[src/rtl/lr_shift_pkg.sv]
// Shared types and constants for the LRShift bidirectional shift register.
// Used by lr_shift_reg, lr_shift_reg_if and lr_shift_mode_dec.
package lr_shift_pkg;

  localparam int unsigned DEFAULT_WIDTH = 8;

  // Encoding matches the {l, r} control pair so the decode is a straight cast.
  typedef enum logic [1:0] {
    MODE_HOLD = 2'b00,
    MODE_SHR  = 2'b01,
    MODE_SHL  = 2'b10,
    MODE_LOAD = 2'b11
  } mode_e;

endpackage

[src/rtl/lr_shift_reg_if.sv]
// Control/data bundle for lr_shift_reg.
// Optional LRSHIFT_ROTATE_EN adds the rot control signal.
interface lr_shift_reg_if
  import lr_shift_pkg::*;
#(
  parameter int unsigned WIDTH = DEFAULT_WIDTH
);

  logic             l;
  logic             r;
  logic             si;
  logic [WIDTH-1:0] in;
  logic [WIDTH-1:0] out;
`ifdef LRSHIFT_ROTATE_EN
  logic             rot;

  modport master (output l, output r, output si, output in, output rot, input out);
  modport slave  (input l, input r, input si, input in, input rot, output out);
`else
  modport master (output l, output r, output si, output in, input out);
  modport slave  (input l, input r, input si, input in, output out);
`endif

endinterface

[src/rtl/lr_shift_mode_dec.sv]
// Combinational decode of the {l, r} control pair into the shift mode.
module lr_shift_mode_dec
  import lr_shift_pkg::*;
(
  input  logic  l,
  input  logic  r,
  output mode_e mode
);

  always_comb begin
    mode = mode_e'({l, r});
  end

endmodule

[src/rtl/lr_shift_reg.sv]
// Bidirectional shift register with serial input and parallel load (LRShift).
// Define LRSHIFT_ROTATE_EN to add the rot control, which turns shifts into rotates.
module lr_shift_reg
  import lr_shift_pkg::*;
#(
  parameter int unsigned WIDTH = DEFAULT_WIDTH
) (
  input logic          clk,
  input logic          rst_n,
  lr_shift_reg_if.slave bus
);

  logic [WIDTH-1:0] out_q, out_d;
  logic             shl_fill;
  logic             shr_fill;
  mode_e            mode;

  lr_shift_mode_dec u_mode_dec (
    .l    (bus.l),
    .r    (bus.r),
    .mode (mode)
  );

`ifdef LRSHIFT_ROTATE_EN
  // When rotating, the bit shifted out wraps around to the vacated end.
  always_comb begin
    shl_fill = bus.rot ? out_q[WIDTH-1] : bus.si;
    shr_fill = bus.rot ? out_q[0]       : bus.si;
  end
`else
  always_comb begin
    shl_fill = bus.si;
    shr_fill = bus.si;
  end
`endif

  always_comb begin
    out_d = out_q;
    unique case (mode)
      MODE_HOLD: out_d = out_q;
      MODE_SHL:  out_d = {out_q[WIDTH-2:0], shl_fill};
      MODE_SHR:  out_d = {shr_fill, out_q[WIDTH-1:1]};
      MODE_LOAD: out_d = bus.in;
      default:   out_d = out_q;
    endcase
  end

  always_ff @(posedge clk) begin
    if (!rst_n) begin
      out_q <= '0;
    end else begin
      out_q <= out_d;
    end
  end

  assign bus.out = out_q;

endmodule

[src/flat_wrapper.sv]
// flat-port wrapper written by rule: the top's interface ports become plain ports
module lr_shift_reg_flat import lr_shift_pkg::*;
#(
  parameter int unsigned WIDTH = DEFAULT_WIDTH
)
  (clk, rst_n, bus_l, bus_r, bus_si, bus_in, bus_out);
  lr_shift_reg_if #(.WIDTH(WIDTH)) bus_i ();
  input logic clk;
  input logic rst_n;
  input wire logic [$bits(bus_i.l)-1:0] bus_l;
  input wire logic [$bits(bus_i.r)-1:0] bus_r;
  input wire logic [$bits(bus_i.si)-1:0] bus_si;
  input wire logic [$bits(bus_i.in)-1:0] bus_in;
  output wire logic [$bits(bus_i.out)-1:0] bus_out;
  assign bus_i.l = bus_l;
  assign bus_i.r = bus_r;
  assign bus_i.si = bus_si;
  assign bus_i.in = bus_in;
  assign bus_out = bus_i.out;
  lr_shift_reg #(.WIDTH(WIDTH)) u_core (.clk(clk), .rst_n(rst_n), .bus(bus_i));
endmodule
[config.mk]
export PLATFORM = sky130hd
export DESIGN_NAME = lr_shift_reg_flat
export DESIGN_NICKNAME = d
export VERILOG_FILES = /design/src/rtl/lr_shift_pkg.sv /design/src/rtl/lr_shift_reg_if.sv /design/src/rtl/lr_shift_mode_dec.sv /design/src/rtl/lr_shift_reg.sv /design/src/flat_wrapper.sv
export SDC_FILE = /design/constraint.sdc
export NUM_CORES = 1
export LEC_CHECK = 0
export CAP_MARGIN = 25
export CORE_AREA = 5 5 42 44
export CTS_BUF_LIST = sky130_fd_sc_hd__clkbuf_4 sky130_fd_sc_hd__clkbuf_8
export CTS_CLUSTER_DIAMETER = 40
export DETAILED_ROUTE_END_ITERATION = 6
export DIE_AREA = 0 0 47 49
export PLACE_DENSITY_LB_ADDON = 0.12
export RECOVER_POWER = 50
export SLEW_MARGIN = 20
export SYNTH_ARGS = -nofsm -noshare
export SYNTH_HDL_FRONTEND = slang
export SYNTH_SLANG_ARGS = --single-unit
[constraint.sdc]
create_clock -name clk -period 0.94 [get_ports clk]
set_input_delay 0.188 -clock clk [delete_from_list [all_inputs] [get_ports clk]]
set_output_delay 0.188 -clock clk [all_outputs]
set_load 0.1 [all_outputs]
==> impl_results.md <==
* Status: finished with violations
* Violated checks: negative setup slack
* WL met1 at 531 um
* Worst setup SP type: flip-flop
* RR Endpoint: u_core.bus.out[4]
* Root Driver: clkbuf_4
* Die W at 47 um
* Iter 0 DRT Violations at 4
* Peak Freq at 1010 MHz
* Crit path cell chain: buf_12
* Clk slew on worst S/H paths at 0.06 ns
* Starting Density at slightly below 30%
* Antenna Nets Post-Route at 0
* WHS Endpoint: u_core.bus.out[4]
* Max-cap violations at 0
* Min-delay src: bus_r
* Synth warn at 0
* IO Port Bufs at 20
* Filler cell count in the final layout at between 100 and 150
* Commonest cells in the netlist: mux2i_1 (16), dfxtp_1 (8), o22ai_1 (8)
* Syn Inst Count at 37
* Dominant cell type by area after synthesis: dfxtp_1
* Gpl congestion at ~0.65
* Post-synth EDFFs at 0
* Async set-or-reset flop fraction in the synthesized netlist at 0%
* Initial antenna violation count at 0
* Slew @ Worst Pin at approximately 0.16 ns
* Max reg flops at 8
* CTS tree: built
* Hold path depth at 4
* Most numerous cell in the Yosys netlist: mux2i_1
* Hold buffers post-CTS at 0
* RSZ-0062 raised after global routing: yes
* First-pass GRT wire length at around 2.1 mm
* Max Used Layer: met4
* Fin crit share at 106%
* 1st-pass router iterations at 3
* Leakage at 0.000376 uW
* Average wire per standard cell at approximately 15 um
* Worst R2R Path Depth at 3
* Total GRT Usage at 12.6%
* Yosys top cell area share at approximately two fifths
* Top FF cell, synth: dfxtp_1
* Crit path time final at slightly below 1 ns
* Full die area at ~2300 um^2
* Final slew viol count at 0
* Worst Path Required at between 0.7 and 0.8 ns
* Die Y at between 40 and 50 um
* Max clock buf depth at 2
* CP max stage cell: dfxtp_4
* Remaining global-route overflow at 0
* Post-place setup slack at -0.438 ns
* Ant. Diodes at 0
* Worst-Skew Late Latency at 0.27 ns
* Sequential element share of the synthesized area at between 30% and 40%
* Largest net degree at the start of global routing at 9
* Final hold violation count at 0
* Vias per cell at 5.11
* Critical path buffer and inverter count at 1
* Share of layout cells above drive strength 1 at ~48%
* Seq cells post-synth at 8
* Core area at around 1400 um^2
* TritonCTS Buffers at 3
* Crit end category: output port
* FF/Latch Area at between 150 and 200 um^2
* Layout area overhead at 107%
* DRC at 0
* CP Class: reg2out
* TritonCTS Sinks at 8
* Net count after synthesis at 50
* Worst Path Max Fanout at 2
* Vias at approximately 420
* Total Wirelength at approximately 1.2 mm
* H-tree level count at 1
* Cell row count at 14
* Met3 wire length at around 93 um
* CP top delay family: flip-flops
* DP Cell Count at slightly above 70
* Hpwl dp at between 700 and 800 um
* Synth top area cells: dfxtp_1 (39%), mux2i_1 (39%), o22ai_1 (12%), buf_12 (4.8%), buf_6 (2.7%)
* Met2 Wirelength at around 580 um
* Clock skew at 0.0128 ns
* Worst r2r src: u_core.bus.out[3]
* Placed Area at between 700 and 800 um^2
* Arr. time, crit path at approximately 0.81 ns
* FF-to-FF setup slack at around 0.070 ns
* Cell variety after synth at 8
* Slew margin rel. at between 80 and 90%
* Worst hold slack at between 0.5 and 0.6 ns
* Worst vdd ir at just under 800 uV
* Final Worst Setup Slack at -0.0533 ns
* Final Instance Area at between 800 and 900 um^2
* Final setup violation count at 8
* Top-level I/O count at 21
* Vias in the first global route at between 400 and 500
* Final cell count without fillers at 83
* Max incr delay on CP at around 0.36 ns
* Mapped Area at between 400 and 500 um^2
* Final-stage net count at 82
* Power Dens Cells at around 1300 nW/um^2
* Mapped Avg Cell Area at 11.2 um^2
* Min-Delay Path Class: in2reg
* Multi-input logic area at roughly 230 um^2
-- per-stage QoR --
stage	utilization [%]	total power, uW	setup TNS (ns)
after floorplan	-	612	0
after global placement	52.1	761	-2.73
after detailed placement	52.1	767	-3.05
after CTS	60.7	1080	-0.256
after global routing	61.3	1150	-0.480
final	61.3	1100	-0.325
-- how the worst max path moves through the flow --
stage,startpoint,slack [ns],depth (start not counted),endpoint
4_1_cts,u_core.bus.out[6],-0.04,1,bus_out[6]
6_report,u_core.bus.out[7],-0.05,1,bus_out[7]
3_5_place_dp,bus_r,-0.44,4,u_core.bus.out[4]
5_1_grt,u_core.bus.out[1],-0.07,1,bus_out[1]
2_1_floorplan,u_core.bus.out[1],0.08,2,u_core.bus.out[2]
3_3_place_gp,bus_r,-0.35,4,u_core.bus.out[4]
-- power by group --
group	leakage [uW]	switching [uW]	internal [uW]
registers	0.0000713	22.8	352
clock network	0.0000138	137	147
logic	0.000291	228	212
total	0.000376	388	711
-- area by class of cell --
cell class	instances	area share, %
clock buffers	3	2.62
multi-input cells	26	27.2
flip-flops and latches	8	22.1
well taps	16	2.33
repair buffers	30	45.7
-- layout by cell type (no fill, tap or decap), drive strengths merged --
master	synthesis	routed
bufbuf	0	1
o22ai	8	8
clkdlybuf4s15	0	1
clkdlybuf4s50	0	11
dfxtp	8	8
nand2b	1	1
mux2i	16	16
buf	3	17
clkbuf	0	3
nand2	1	1
-- logic make-up (layout without fill, tap and decap cells) --
| logic type | after synthesis | count (layout) | share of synthesized area, % |
|---|---|---|---|
| AO/OA/AOI/OAI | 8 | 8 | 12.0 |
| buffers and inverters | 3 | 33 | 8.43 |
| flip-flops | 8 | 8 | 38.6 |
| multiplexers | 16 | 16 | 38.6 |
| AND/OR/NAND/NOR | 2 | 2 | 2.41 |
-- layer usage --
| layer | track usage, % | vias to the layer above |
|---|---|---|
| met5 | 0 | - |
| met4 | 5.53 | 0 |
| met3 | 2.95 | 5 |
| met2 | 18.8 | 15 |
| met1 | 16.7 | 204 |
| li1 | - | 200 |
-- worst register-to-register path, cell delays in order, from the launching register on --
cell and delay [ns]:
dfxtp_4 0.35, buf_4 0.14, mux2i_2 0.16, o22ai_1 0.10
-- repair_timing --
item	4_1_cts	5_1_grt
hold endpoints to repair	0	0
endpoints found under the setup margin	16	15
resized for setup	3	3
buffers inserted	8	0
gates cloned	1	0
(Power assumes the default switching activity.)
==> RTL edit 1: new RTL, same flow settings <==
Change the package constant `DEFAULT_WIDTH` from 8 to 6.
--- a/src/rtl/lr_shift_pkg.sv
+++ b/src/rtl/lr_shift_pkg.sv
@@ -2,7 +2,7 @@
 // Used by lr_shift_reg, lr_shift_reg_if and lr_shift_mode_dec.
 package lr_shift_pkg;
 
-  localparam int unsigned DEFAULT_WIDTH = 8;
+  localparam int unsigned DEFAULT_WIDTH = 6;
 
   // Encoding matches the {l, r} control pair so the decode is a straight cast.
   typedef enum logic [1:0] {
Interface: changed (resized bus_in and bus_out); port bits go from 21 to 17. The function was not compared with the original's and may differ.
==> RTL edit 1 against the original RTL <==
The run still ends with setup timing left. Core utilization decreased by 14 points. Largest cell class unchanged. Sequential cell count decreased by 2. Worst setup slack improved by 49 ps. Critical path type unchanged. Combinational power decreased by 23%. Maximum frequency increased by 5.2%. Routed wire length decreased by 34%. Cell count decreased by 17%. Synthesized area decreased by 28%. Clock skew decreased by 11 ps. Total power decreased by 23%. Design area decreased by 23%. Sequential share of layout area decreased by 0.70 points. Count of clock-buffer cells in the layout unchanged.
==> RTL edit 1: results <==
outcome:
  status: "complete, but fails checks"
  failed_checks: "setup timing"
die:
  core.rowCount: 14
synth:
  async_reset_ff_share_pct: 0
  yosysSeqAreaShare_pct: 40.2
  syn_inst: 27
  synth.top_cell.area_share_pct: 40.2
  yosys-top-cells-count: "mux2i_1 (12), dfxtp_1 (6), o22ai_1 (6)"
  muxShareOfSynthArea_pct: 40.2
  synth_nets: 38
  synth-compound-area-share_pct: 12.6
place:
  port-buffer-count: 16
  placed_cell_area_sq_um: 571
  placed_cells: 59
  routabilityCongestion: 0.686
  pre_cts_slack_ps: -344
detailed_routing:
  vias: 318
  drt_iter0_markers: 2
  drt-total-wl_um: 814
  viasPerCell: 4.61
pwr:
  p_switching_mw: 0.271
  p_leak_nw: 0.295
  pwr-share-clk_pct: 26.9
  power.share.switching_pct: 32.0
  seqPwrFrac_pct: 33.3
  peakVddDrop_mv: 0.527
grt:
  grt_pass1_vias: 325
  grt_pass1_wl_mm: 1.30
  grtUsageTotal_pct: 7.89
  use_met2_pct: 9.95
  grt_util_met1_pct: 10.8
  grt_max_degree: 7
  grtUsageMet3_pct: 3.69
finish:
  diodes: 0
  drive_gt1_share_pct: 45.3
  fin_nets: 66
  largest_reg_flops: 6
critical_path:
  endpoint: "bus_out[3]"
  cp_slowest_stage_delay_ps: 350
  arrival_ps: 760
  reg2reg_from: "u_core.bus.out[1]"
  r2r_slack_ps: 110
  r2r_cells: 3
  r2r-end: "u_core.bus.out[0]"
  crit_start: "u_core.bus.out[3]"
clocking:
  cts-htree-levels: 1
  clk_pin_slew_worst_paths_ps: 40
  clock_latency_ps: 240
timing:
  whs_ps: 412
  tns_ps: -10.9
  worstMarginPinSlew_ps: 230
  worst_slack_ps: -4.28
  finalSetupViolations: 6
  fin_skew_ps: 1.70
-- RTL edit 1: changes by cell type in the layout (fill, tap and decap cells not counted), sizes merged --
cell / delta
buf: -4
clkbuf: +1
clkdlybuf4s15: -1
clkdlybuf4s50: -2
dfxtp: -2
mux2i: -4
o22ai: -2
-- RTL edit 1: area by class of cell --
cell class,instances,area [sq um]
repair buffers,24,313
well taps,16,20.0
fillers,132,736
multi-input cells,20,168
clock buffers,3,22.5
flip-flops and latches,6,143
-- RTL edit 1: kinds of logic (layout without fill, tap and decap cells) --
logic type | after synthesis | after routing
buf+inv | 1 | 27
flops | 6 | 6
simple gates | 2 | 2
compound gates | 6 | 6
mux | 12 | 12
-- RTL edit 1: tightest hold or removal path: stages --
cell	delay (ps)
clkbuf_2	120
buf_12	130
mux2i_1	80
o22ai_1	90
-- RTL edit 1: layer usage --
| metal | routed length (um) | part of all wire, % | up-vias |
|---|---|---|---|
| li1 | - | - | 161 |
| met1 | 375 | 46 | 146 |
| met2 | 364 | 45 | 11 |
| met3 | 75 | 9.2 | 0 |
| met4 | 0 | 0 | 0 |
| met5 | 0 | 0 | - |
-- RTL edit 1: worst min path at each step --
stage / cells after the start / to / startpoint
floorplan: 2 / u_core.bus.out[0] / bus_si
global placement: 2 / u_core.bus.out[3] / u_core.bus.out[2]
detailed placement: 2 / u_core.bus.out[1] / u_core.bus.out[2]
CTS: 4 / u_core.bus.out[0] / bus_r
global route: 4 / u_core.bus.out[0] / bus_r
finish: 4 / u_core.bus.out[0] / bus_r
-- RTL edit 1: timing repair --
item | CTS | global route
gates cloned | 1 | 0
endpoints found under the setup margin | 12 | 9
pin swaps | 0 | 0
resized for setup | 1 | 2
buffers inserted | 6 | 0
endpoints found under the hold margin | 0 | 0
==> RTL edit 2: new RTL, same flow settings <==
Made on the original files. Make the reset (`rst_n`) asynchronous in one clocked block.
--- a/src/rtl/lr_shift_reg.sv
+++ b/src/rtl/lr_shift_reg.sv
@@ -45,7 +45,7 @@
     endcase
   end
 
-  always_ff @(posedge clk) begin
+  always_ff @(posedge clk or negedge rst_n) begin
     if (!rst_n) begin
       out_q <= '0;
     end else begin
Function: differs if rst_n is asserted again (counterexample within 4 cycles, from zero or initial values and one cycle with rst_n low); with rst_n held inactive, the same outputs for 10 cycles.
==> RTL edit 2 against the original RTL <==
The run still ends with setup timing left. Worst setup slack got worse by 220 ps. Design area rose by 7.7%. Clock skew fell by 7.9 ps. Synthesized area fell by 3.0%. Routed wire length rose by 1.4%. Cell count fell by 11%. Sequential cell count did not move. Global-route usage rose by 0.94 points. Largest cell class unchanged. Highest routed layer is now met3.
Power is not compared: it rests on default switching activity, and its combinational part moved more than twofold at a synthesized area within 25%.
==> RTL edit 2: results <==
clocking:
  clk_pin_slew_worst_paths_ps: 60
  cts.path.max_buffers: 2
  numCtsBuffers: 3
  clock_latency_ps: 250
  cts_root_buf: "clkbuf_4"
  cts-htree-levels: 1
finish:
  fill_cells: 109
  largest_reg_flops: 8
  drive_gt1_share_pct: 79.3
  diodes: 0
  fin_nets: 73
critical_path:
  r2r_slack_ps: -280
  reg2reg_from: "u_core.bus.out[6]"
  critPathLaunchType: "flop"
  arrival_ps: 1330
  endpoint: "u_core.bus.out[5]"
  crit_fanout: 3
  r2r_cells: 2
synth:
  yosysWarnings: 0
  yosysSeqAreaShare_pct: 49.7
  synth_ff_type: "dfrtp_1"
  synth_nets: 31
  async_reset_ff_share_pct: 100
  synth-compound-area-share_pct: 0
  yosysUniqueCellTypes: 3
  muxShareOfSynthArea_pct: 44.7
  synthAdderAreaFrac_pct: 0
  synth_xor_xnor_area_share_pct: 0
  synth_area_leaders: "dfrtp_1 (50%), mux4_2 (45%), buf_6 (5.6%)"
  yosys-top-cells-count: "dfrtp_1 (8), mux4_2 (8), buf_6 (2)"
timing:
  worst_slack_ps: -278
  fin_skew_ps: 4.86
  worstMarginPinSlew_ps: 387
  finalSetupViolations: 16
place:
  placed_cell_area_sq_um: 793
  routabilityCongestion: 0.662
  dp.final_hpwl_um: 967
  port-buffer-count: 20
grt:
  grt_pass1_wl_mm: 2.06
  grt_pass1_vias: 425
  antenna_found_initial: 0
  grtUsageTotal_pct: 13.5
  grt_max_degree: 9
detailed_routing:
  firstDrtPassIters: 2
  viasPerCell: 4.77
  drt_iter0_markers: 4
  routedWlPerCell_um: 17.0
outcome:
  failed_checks: "setup timing"
  status: "complete, but fails checks"
pwr:
  p_leak_nw: 0.391
  peakVddDrop_mv: 1.17
worst_hold_path:
  min_path_type: "input port to asynchronous set/reset pin"
## RTL edit 2: cell types whose count changed after synthesis, sizes merged
cell | before | now
mux2i | 16 | 0
dfrtp | 0 | 8
dfxtp | 8 | 0
mux4 | 0 | 8
o22ai | 8 | 0
buf | 3 | 2
nand2 | 1 | 0
nand2b | 1 | 0
## RTL edit 2: per-layer routing
metal | part of all wire (%) | up-vias | track usage [%]
met1 | 39 | 181 | 15.7
met2 | 53 | 13 | 20.1
li1 | - | 159 | -
met3 | 7.6 | 0 | 6.27
met4 | 0 | 0 | 6.91
met5 | 0 | - | 0
## RTL edit 2: repair_timing
action,4_1_cts,5_1_grt
pin swaps,0,0
setup buffers,7,1
hold buffers,0,0
setup endpoints to repair,16,16
resized for setup,11,4
## RTL edit 2: final cells by class
| type | instances | area [sq um] | area share [%] |
|---|---|---|---|
| multi-input combinational | 8 | 180 | 19.5 |
| sequential | 8 | 230 | 24.9 |
| tap | 16 | 20.0 | 2.16 |
| clock buffer | 3 | 22.5 | 2.43 |
| timing repair buffer | 39 | 473 | 51.1 |
## RTL edit 2: power breakdown
part | internal, mW | leakage (nW) | switching (mW)
Clock | 0.146 | 0.0138 | 0.113
Sequential | 0.469 | 0.0863 | 0.0815
Combinational | 0.674 | 0.291 | 0.743
## RTL edit 2: kinds of logic (layout without fill, tap and decap cells)
family / Yosys count / after routing
buf+inv: 2 / 42
flops: 8 / 8
mux: 8 / 8
## RTL edit 2: through the flow
step / instances / setup TNS [ps] / setup slack, ps / hold WS (ps) / util, %
after detailed placement: 63 / -4280 / -531 / 502 / 56.6
after global placement: 63 / -4030 / -502 / 481 / 56.6
after floorplan: 18 / -2260 / -284 / -108 / -
final: 74 / -4020 / -278 / 293 / 66.1
after global routing: 74 / -4430 / -306 / 315 / 66.1
after CTS: 73 / -4120 / -277 / 225 / 64.6
## RTL edit 2: how the worst min path moves through the flow
stage | slack, ps | to | cells past startpoint | startpoint
after global routing | 310 | u_core.bus.out[6] | 1 | rst_n
after CTS | 220 | u_core.bus.out[7] | 1 | rst_n
after global placement | 480 | u_core.bus.out[4] | 1 | rst_n
after detailed placement | 500 | u_core.bus.out[4] | 1 | rst_n
after floorplan | -110 | u_core.bus.out[0] | 0 | rst_n
final | 290 | u_core.bus.out[0] | 1 | rst_n
## RTL edit 2: worst max-delay path, stage by stage, from the launching register on
cell and delay, ps:
dfrtp_4 490, buf_4 140, mux4_2 450
